### src/rtl/hash160_seq.sv
// hash160_seq - sequencer for the Hash160 datapath (RIPEMD160(SHA256(msg))).
//
// Frames a 64-byte message from the byte stream (opened by START_BYTE while
// idle). It then runs three compressions:
//   1. SHA-256 on the message block, starting from the IV.
//   2. SHA-256 on an internally built padding block, chained from step 1.
//   3. RIPEMD-160 on the 32-byte SHA digest plus its padding.
//
// Parameters:
//   START_BYTE   framing byte recognised only in IDLE
//   TIMEOUT_CYC  watchdog limit per core operation (used only with the
//                optional watchdog)
//
// Optional feature: define HASH160_SEQ_TIMEOUT_EN to add a 10-bit per-operation
// watchdog and the o_error output. Without it the controller waits
// indefinitely for each done pulse.
//
// Ports:
//   clk, rst              clock; synchronous active-high reset
//   i_text                byte stream input
//   sha_block/first/start block, IV-select and start pulse to the SHA-256 core
//   sha_done/sha_digest   SHA-256 completion pulse and digest
//   rmd_block/rmd_start   block and start pulse to the RIPEMD-160 core
//   rmd_done/rmd_digest   RIPEMD-160 completion pulse and digest
//   o_answer/o_valid      Hash160 result and its one-cycle update strobe
//   o_error               watchdog expiry pulse (optional)
//   o_busy                high whenever not IDLE
module hash160_seq #(
    parameter logic [7:0]  START_BYTE  = 8'hAA,
    parameter int unsigned TIMEOUT_CYC = 1023
) (
    input  logic         clk,
    input  logic         rst,
    input  logic [7:0]   i_text,
    output logic [511:0] sha_block,
    output logic         sha_first,
    output logic         sha_start,
    input  logic         sha_done,
    input  logic [255:0] sha_digest,
    output logic [511:0] rmd_block,
    output logic         rmd_start,
    input  logic         rmd_done,
    input  logic [159:0] rmd_digest,
    output logic [159:0] o_answer,
    output logic         o_valid,
`ifdef HASH160_SEQ_TIMEOUT_EN
    output logic         o_error,
`endif
    output logic         o_busy
);

    typedef enum logic [2:0] {S_IDLE, S_LOAD, S_SHA1, S_SHA2, S_RMD} state_t;

    localparam logic [511:0] SHA_PAD = {8'h80, 488'd0, 8'h02, 8'h00};
    localparam logic [255:0] RMD_PAD = {8'h80, 184'd0, 8'h00, 8'h01, 48'd0};

    state_t         state_q, state_d;
    logic [5:0]     cnt_q;
    logic [511:0]   msg_q;
    logic [255:0]   dig_q;
    logic [159:0]   hold_q, ans_q;
    logic           first_q, fin_q, valid_q;
    logic           in_sha, sha_take, rmd_take, enter_core, timeout_hit;

`ifdef HASH160_SEQ_TIMEOUT_EN
    logic [9:0]     wdog_q;
    logic           err_q;
`endif

    always_comb begin
        state_d     = state_q;
        in_sha      = (state_q == S_SHA1) || (state_q == S_SHA2);
        sha_take    = in_sha && sha_done && !first_q;
        rmd_take    = (state_q == S_RMD) && rmd_done && !first_q;
        timeout_hit = 1'b0;
`ifdef HASH160_SEQ_TIMEOUT_EN
        timeout_hit = (in_sha || state_q == S_RMD) && !sha_take && !rmd_take &&
                      (wdog_q == 10'(TIMEOUT_CYC - 1));
`endif
        case (state_q)
            S_IDLE:  if (i_text == START_BYTE) state_d = S_LOAD;
            S_LOAD:  if (cnt_q == 6'd63)       state_d = S_SHA1;
            S_SHA1:  if (sha_take)             state_d = S_SHA2;
            S_SHA2:  if (sha_take)             state_d = S_RMD;
            S_RMD:   if (rmd_take)             state_d = S_IDLE;
            default:                           state_d = S_IDLE;
        endcase
        if (timeout_hit) state_d = S_IDLE;
        enter_core = (state_d != state_q) &&
                     (state_d == S_SHA1 || state_d == S_SHA2 || state_d == S_RMD);
    end

    always_comb begin
        sha_block = 512'd0;
        if (state_q == S_SHA1)      sha_block = msg_q;
        else if (state_q == S_SHA2) sha_block = SHA_PAD;
        rmd_block = (state_q == S_RMD) ? {dig_q, RMD_PAD} : 512'd0;
        sha_first = (state_q == S_SHA1);
        sha_start = first_q && in_sha;
        rmd_start = first_q && (state_q == S_RMD);
        o_busy    = (state_q != S_IDLE);
        o_answer  = ans_q;
        o_valid   = valid_q;
    end

    always_ff @(posedge clk) begin
        if (rst) begin
            state_q <= S_IDLE;
            cnt_q   <= 6'd0;
            msg_q   <= 512'd0;
            dig_q   <= 256'd0;
            hold_q  <= 160'd0;
            ans_q   <= 160'd0;
            first_q <= 1'b0;
            fin_q   <= 1'b0;
            valid_q <= 1'b0;
        end else begin
            state_q <= state_d;
            first_q <= enter_core;
            if (state_q == S_LOAD) begin
                msg_q[{~cnt_q, 3'b000} +: 8] <= i_text;
                cnt_q <= cnt_q + 6'd1;
            end else begin
                cnt_q <= 6'd0;
            end
            if (state_q == S_SHA2 && sha_take) dig_q <= sha_digest;
            if (rmd_take) hold_q <= rmd_digest;
            fin_q   <= rmd_take;
            valid_q <= fin_q;
            if (fin_q) ans_q <= hold_q;
        end
    end

`ifdef HASH160_SEQ_TIMEOUT_EN
    always_ff @(posedge clk) begin
        if (rst) begin
            wdog_q <= 10'd0;
            err_q  <= 1'b0;
        end else begin
            wdog_q <= enter_core ? 10'd0 : wdog_q + 10'd1;
            err_q  <= timeout_hit;
        end
    end
    assign o_error = err_q;
`endif

endmodule

### config.mk
export PLATFORM = sky130hd
export DESIGN_NAME = hash160_seq
export DESIGN_NICKNAME = d
export VERILOG_FILES = /design/src/rtl/hash160_seq.sv
export SDC_FILE = /design/constraint.sdc
export NUM_CORES = 2
export LEC_CHECK = 0
export CORE_AREA = 3 3 626 628
export DETAILED_ROUTE_END_ITERATION = 8
export DIE_AREA = 0 0 629 631
export GPL_ROUTABILITY_DRIVEN = 0
export PLACE_DENSITY = 0.3
export SLEW_MARGIN = 0
export SYNTH_ARGS = -nofsm -noshare
export SYNTH_HDL_FRONTEND = slang
export SYNTH_SLANG_ARGS = --single-unit
### constraint.sdc
create_clock -name clk -period 6.3 [get_ports clk]
set_clock_uncertainty 0.05 [all_clocks]
set_input_delay 1.26 -clock clk [delete_from_list [all_inputs] [get_ports clk]]
set_output_delay 1.26 -clock clk [all_outputs]
set_load 0.02 [all_outputs]
==> metrics <==
outcome=completed; clk buf depth=4; share of cells above drive strength 1=0.0770; FF+latch count, synth=1100; Final Util=0.184; Main synth FF type=dfxtp_1; Resized Gates After CTS=0; R2R Setup Slk=roughly 2.1 ns; syn_area_per_cell=between 8 and 9 um2; FFs w/ async S/R, synth=0; post-synth top area cell=dfxtp_1; initial antenna violation count=about 120; post-synthesis cell count=between 5000 and 6000; PwrDens=around 240 nW/um2; Worst-Margin Slew=1.37 ns; reg2reg end=msg_q[370]$_SDFFE_PP0P_; worst hold-check path type=reg -> reg; Die X-Extent=629 um; Final Hold Fails=0; Die H=631 um; crit path time final=between 5 and 6 ns; row count=roughly 230; first-pass detailed-route iteration total=5; final WL=297 mm; VDD IR-drop max=roughly 170 uV; I/O Buffers=roughly 1400; GRT overflow=0; Crit path arrival time=4.38 ns; cell with the most instances after synthesis=nand2_1; clk slew on worst S/H paths=~0.050 ns; Post-CTS Setup Bufs=0; Final setup viols=0; final worst-path cycle share=0.903; Worst setup SP type=flip-flop; clk sink count=1100; htree depth=4; Comb pwr share=0.043; I/O Pins=between 1500 and 2000; Routed WL per cell=between 20 and 25 um; Post-synth EDFFs=0; die area=397000 um2; cts bufs inserted=roughly 160; worst r2r src=cnt_q[0]$_SDFF_PP0_; CTS hold repair buffers=0; Initial Util=0.123; global-route wire length before repair=just under 400 mm; Power Total=roughly 17 mW; DRC viols=0; Via Count=between 40000 and 50000; Critical Path RT=4.99 ns; Worst Hold Endpoint=dig_q[223]$_SDFFE_PP0P_; Total Nets Final=7135; CTS tree=built; Post-DP HPWL=roughly 230 mm; initial DRC count=between 2000 and 2500; Global Route Usage Sum=0.143; Sw Share=0.250; Worst Hold Depth=2; max_cap viols=0; highest net fanout along the worst path=between 100 and 150; Switching Power=about 4.2 mW; Yosys top cell area share=0.466; Syn-to-layout area delta=50.4%; Reg power frac=0.411; clock group share of total power=0.546; Max Freq=between 150 and 200 MHz; Skew-Pair Late Insertion Delay=roughly 0.83 ns; Setup crit end kind=output port; largest net degree at the start of global routing=~170; P_int=~13 mW; register area share after synthesis=0.466; hold path start=dig_q[223]$_SDFFE_PP0P_; reg2reg path depth=6; setup repair after global routing missed its margin=no; Syn. warnings=0; routed vias/inst=between 3 and 4; Distinct cells, synth=66; final antenna-violating net count=0; final-report max-slew violation count=0; Rel. slew slack=0.0848; Leak Pwr=25.3 nW; Commonest cells post-synth=1261 x nand2_1, 1100 x dfxtp_1, 770 x and2_1; setup TNS=0 ns; root buffer cell=clkbuf_16; WS Path Type=reg -> out; synth top area cells=dfxtp_1 47%, mux2i_1 11%, and2_1 10%; vias in the first global route=between 40000 and 50000; Netlist Area Pre-Place=around 47000 um2; Core Area=about 390000 um2
==> per-stage QoR <==
step | instances | area (um2) | setup slack, ns | hold WS [ns]
after detailed placement | 11700 | 65800 | 1.39 | 0.392
after global routing | 12000 | 71100 | 0.252 | 0.416
after global placement | 11700 | 65800 | 1.45 | 0.388
after floorplan | 5764 | 48300 | 3.16 | 0.377
after CTS | 12000 | 71100 | 0.419 | 0.401
final | 12000 | 71100 | 0.612 | 0.398
==> flip-flops by register name, indices dropped and copies added, names as in the netlist <==
signal / count
state_q: 3
o_answer: 160
hold_q: 160
msg_q: 512
o_valid: 1
fin_q: 1
cnt_q: 6
first_q: 1
dig_q: 256
==> power by group through the flow <==
stage / clock network [mW] / logic [mW] / registers, mW
6_report: 9.23 / 0.722 / 6.96
5_1_grt: 9.92 / 0.765 / 6.95
4_1_cts: 9.72 / 0.734 / 6.96
3_5_place_dp: 0 / 0.732 / 7.11
3_3_place_gp: 0 / 0.732 / 7.11
2_1_floorplan: 0 / 0.392 / 7.11
==> layout by cell type (no fill, tap or decap), types with 6 or more instances in the layout <==
cell type / Yosys / layout
clkinv_2: 0 / 20
clkbuf_1: 369 / 38
nor4_1: 37 / 34
clkbuf_8: 0 / 28
nand2b_1: 6 / 6
diode_2: 0 / 22
inv_6: 0 / 7
nor2_2: 6 / 6
o41ai_1: 19 / 19
nor2_1: 249 / 246
nand3_1: 77 / 75
nand3_2: 12 / 13
nor3_1: 17 / 16
or3_1: 18 / 18
mux2i_1: 524 / 524
mux2_2: 65 / 65
dfxtp_1: 1100 / 1099
buf_2: 33 / 8
a31o_2: 44 / 44
buf_4: 258 / 76
clkbuf_16: 0 / 167
clkdlybuf4s50_1: 0 / 1353
buf_12: 0 / 16
nor2b_1: 72 / 71
clkinvlp_4: 0 / 7
and2_1: 770 / 770
o211ai_1: 15 / 15
a21oi_1: 443 / 443
conb_1: 1 / 254
bufinv_16: 0 / 7
nand2_2: 1 / 8
and3_1: 10 / 9
nand2_1: 1261 / 1254
==> per-layer routing <==
| metal | track usage | wire length, um | up-vias | part of all wire |
|---|---|---|---|---|
| li1 | - | - | 19900 | - |
| met1 | 0.163 | 117000 | 20400 | 0.39 |
| met2 | 0.253 | 147000 | 1418 | 0.49 |
| met3 | 0.0567 | 28000 | 383 | 0.094 |
| met4 | 0.0257 | 5350 | 90 | 0.018 |
| met5 | 0 | 596 | - | 0.0020 |
==> worst max-delay path by stage <==
stage | slack [ns] | depth (start not counted) | endpoint | start
detailed placement | 1.39 | 5 | sha_block[335] | state_q[1]$_SDFF_PP0_
CTS | 0.42 | 5 | sha_block[335] | state_q[1]$_SDFF_PP0_
floorplan | 3.16 | 7 | sha_block[100] | state_q[1]$_SDFF_PP0_
global placement | 1.45 | 5 | sha_block[335] | state_q[1]$_SDFF_PP0_
finish | 0.61 | 5 | sha_block[335] | state_q[1]$_SDFF_PP0_
global route | 0.25 | 5 | sha_block[335] | state_q[1]$_SDFF_PP0_
==> worst max-delay path, stage by stage, from the launching register on <==
cell and delay, ns:
dfxtp_1 0.48, nor2b_1 0.59, nor2b_4 0.99, buf_12 0.44
and2_1 0.21, clkdlybuf4s50_1 0.73
==> cell families after synthesis <==
| family | count (synthesis) | synth area share |
|---|---|---|
| muxes | 589 | 0.126 |
| xor gates and xnor gates | 8 | 0.00148 |
| AOI/OAI and AO/OA | 558 | 0.0687 |
| and+or+nand+nor | 2571 | 0.261 |
| other | 1 | 0.0000793 |
| DFF | 1100 | 0.466 |
| adders and majority gates | 3 | 0.000794 |
| buffers and inverters | 681 | 0.0755 |
==> area by class of cell <==
cell class                      count  area, um2
Sequential cell                  1100      22000
Timing Repair Buffer             1454      14500
Multi-Input combinational cell   3983      22800
Fill cell                       43300     315000
Inverter                            4       22.5
Clock inverter                     47        514
Clock buffer                      233       4710
Tap cell                         5175       6470
Antenna cell                       22       55.1
Note: power is estimated with default switching activity, not from simulation.
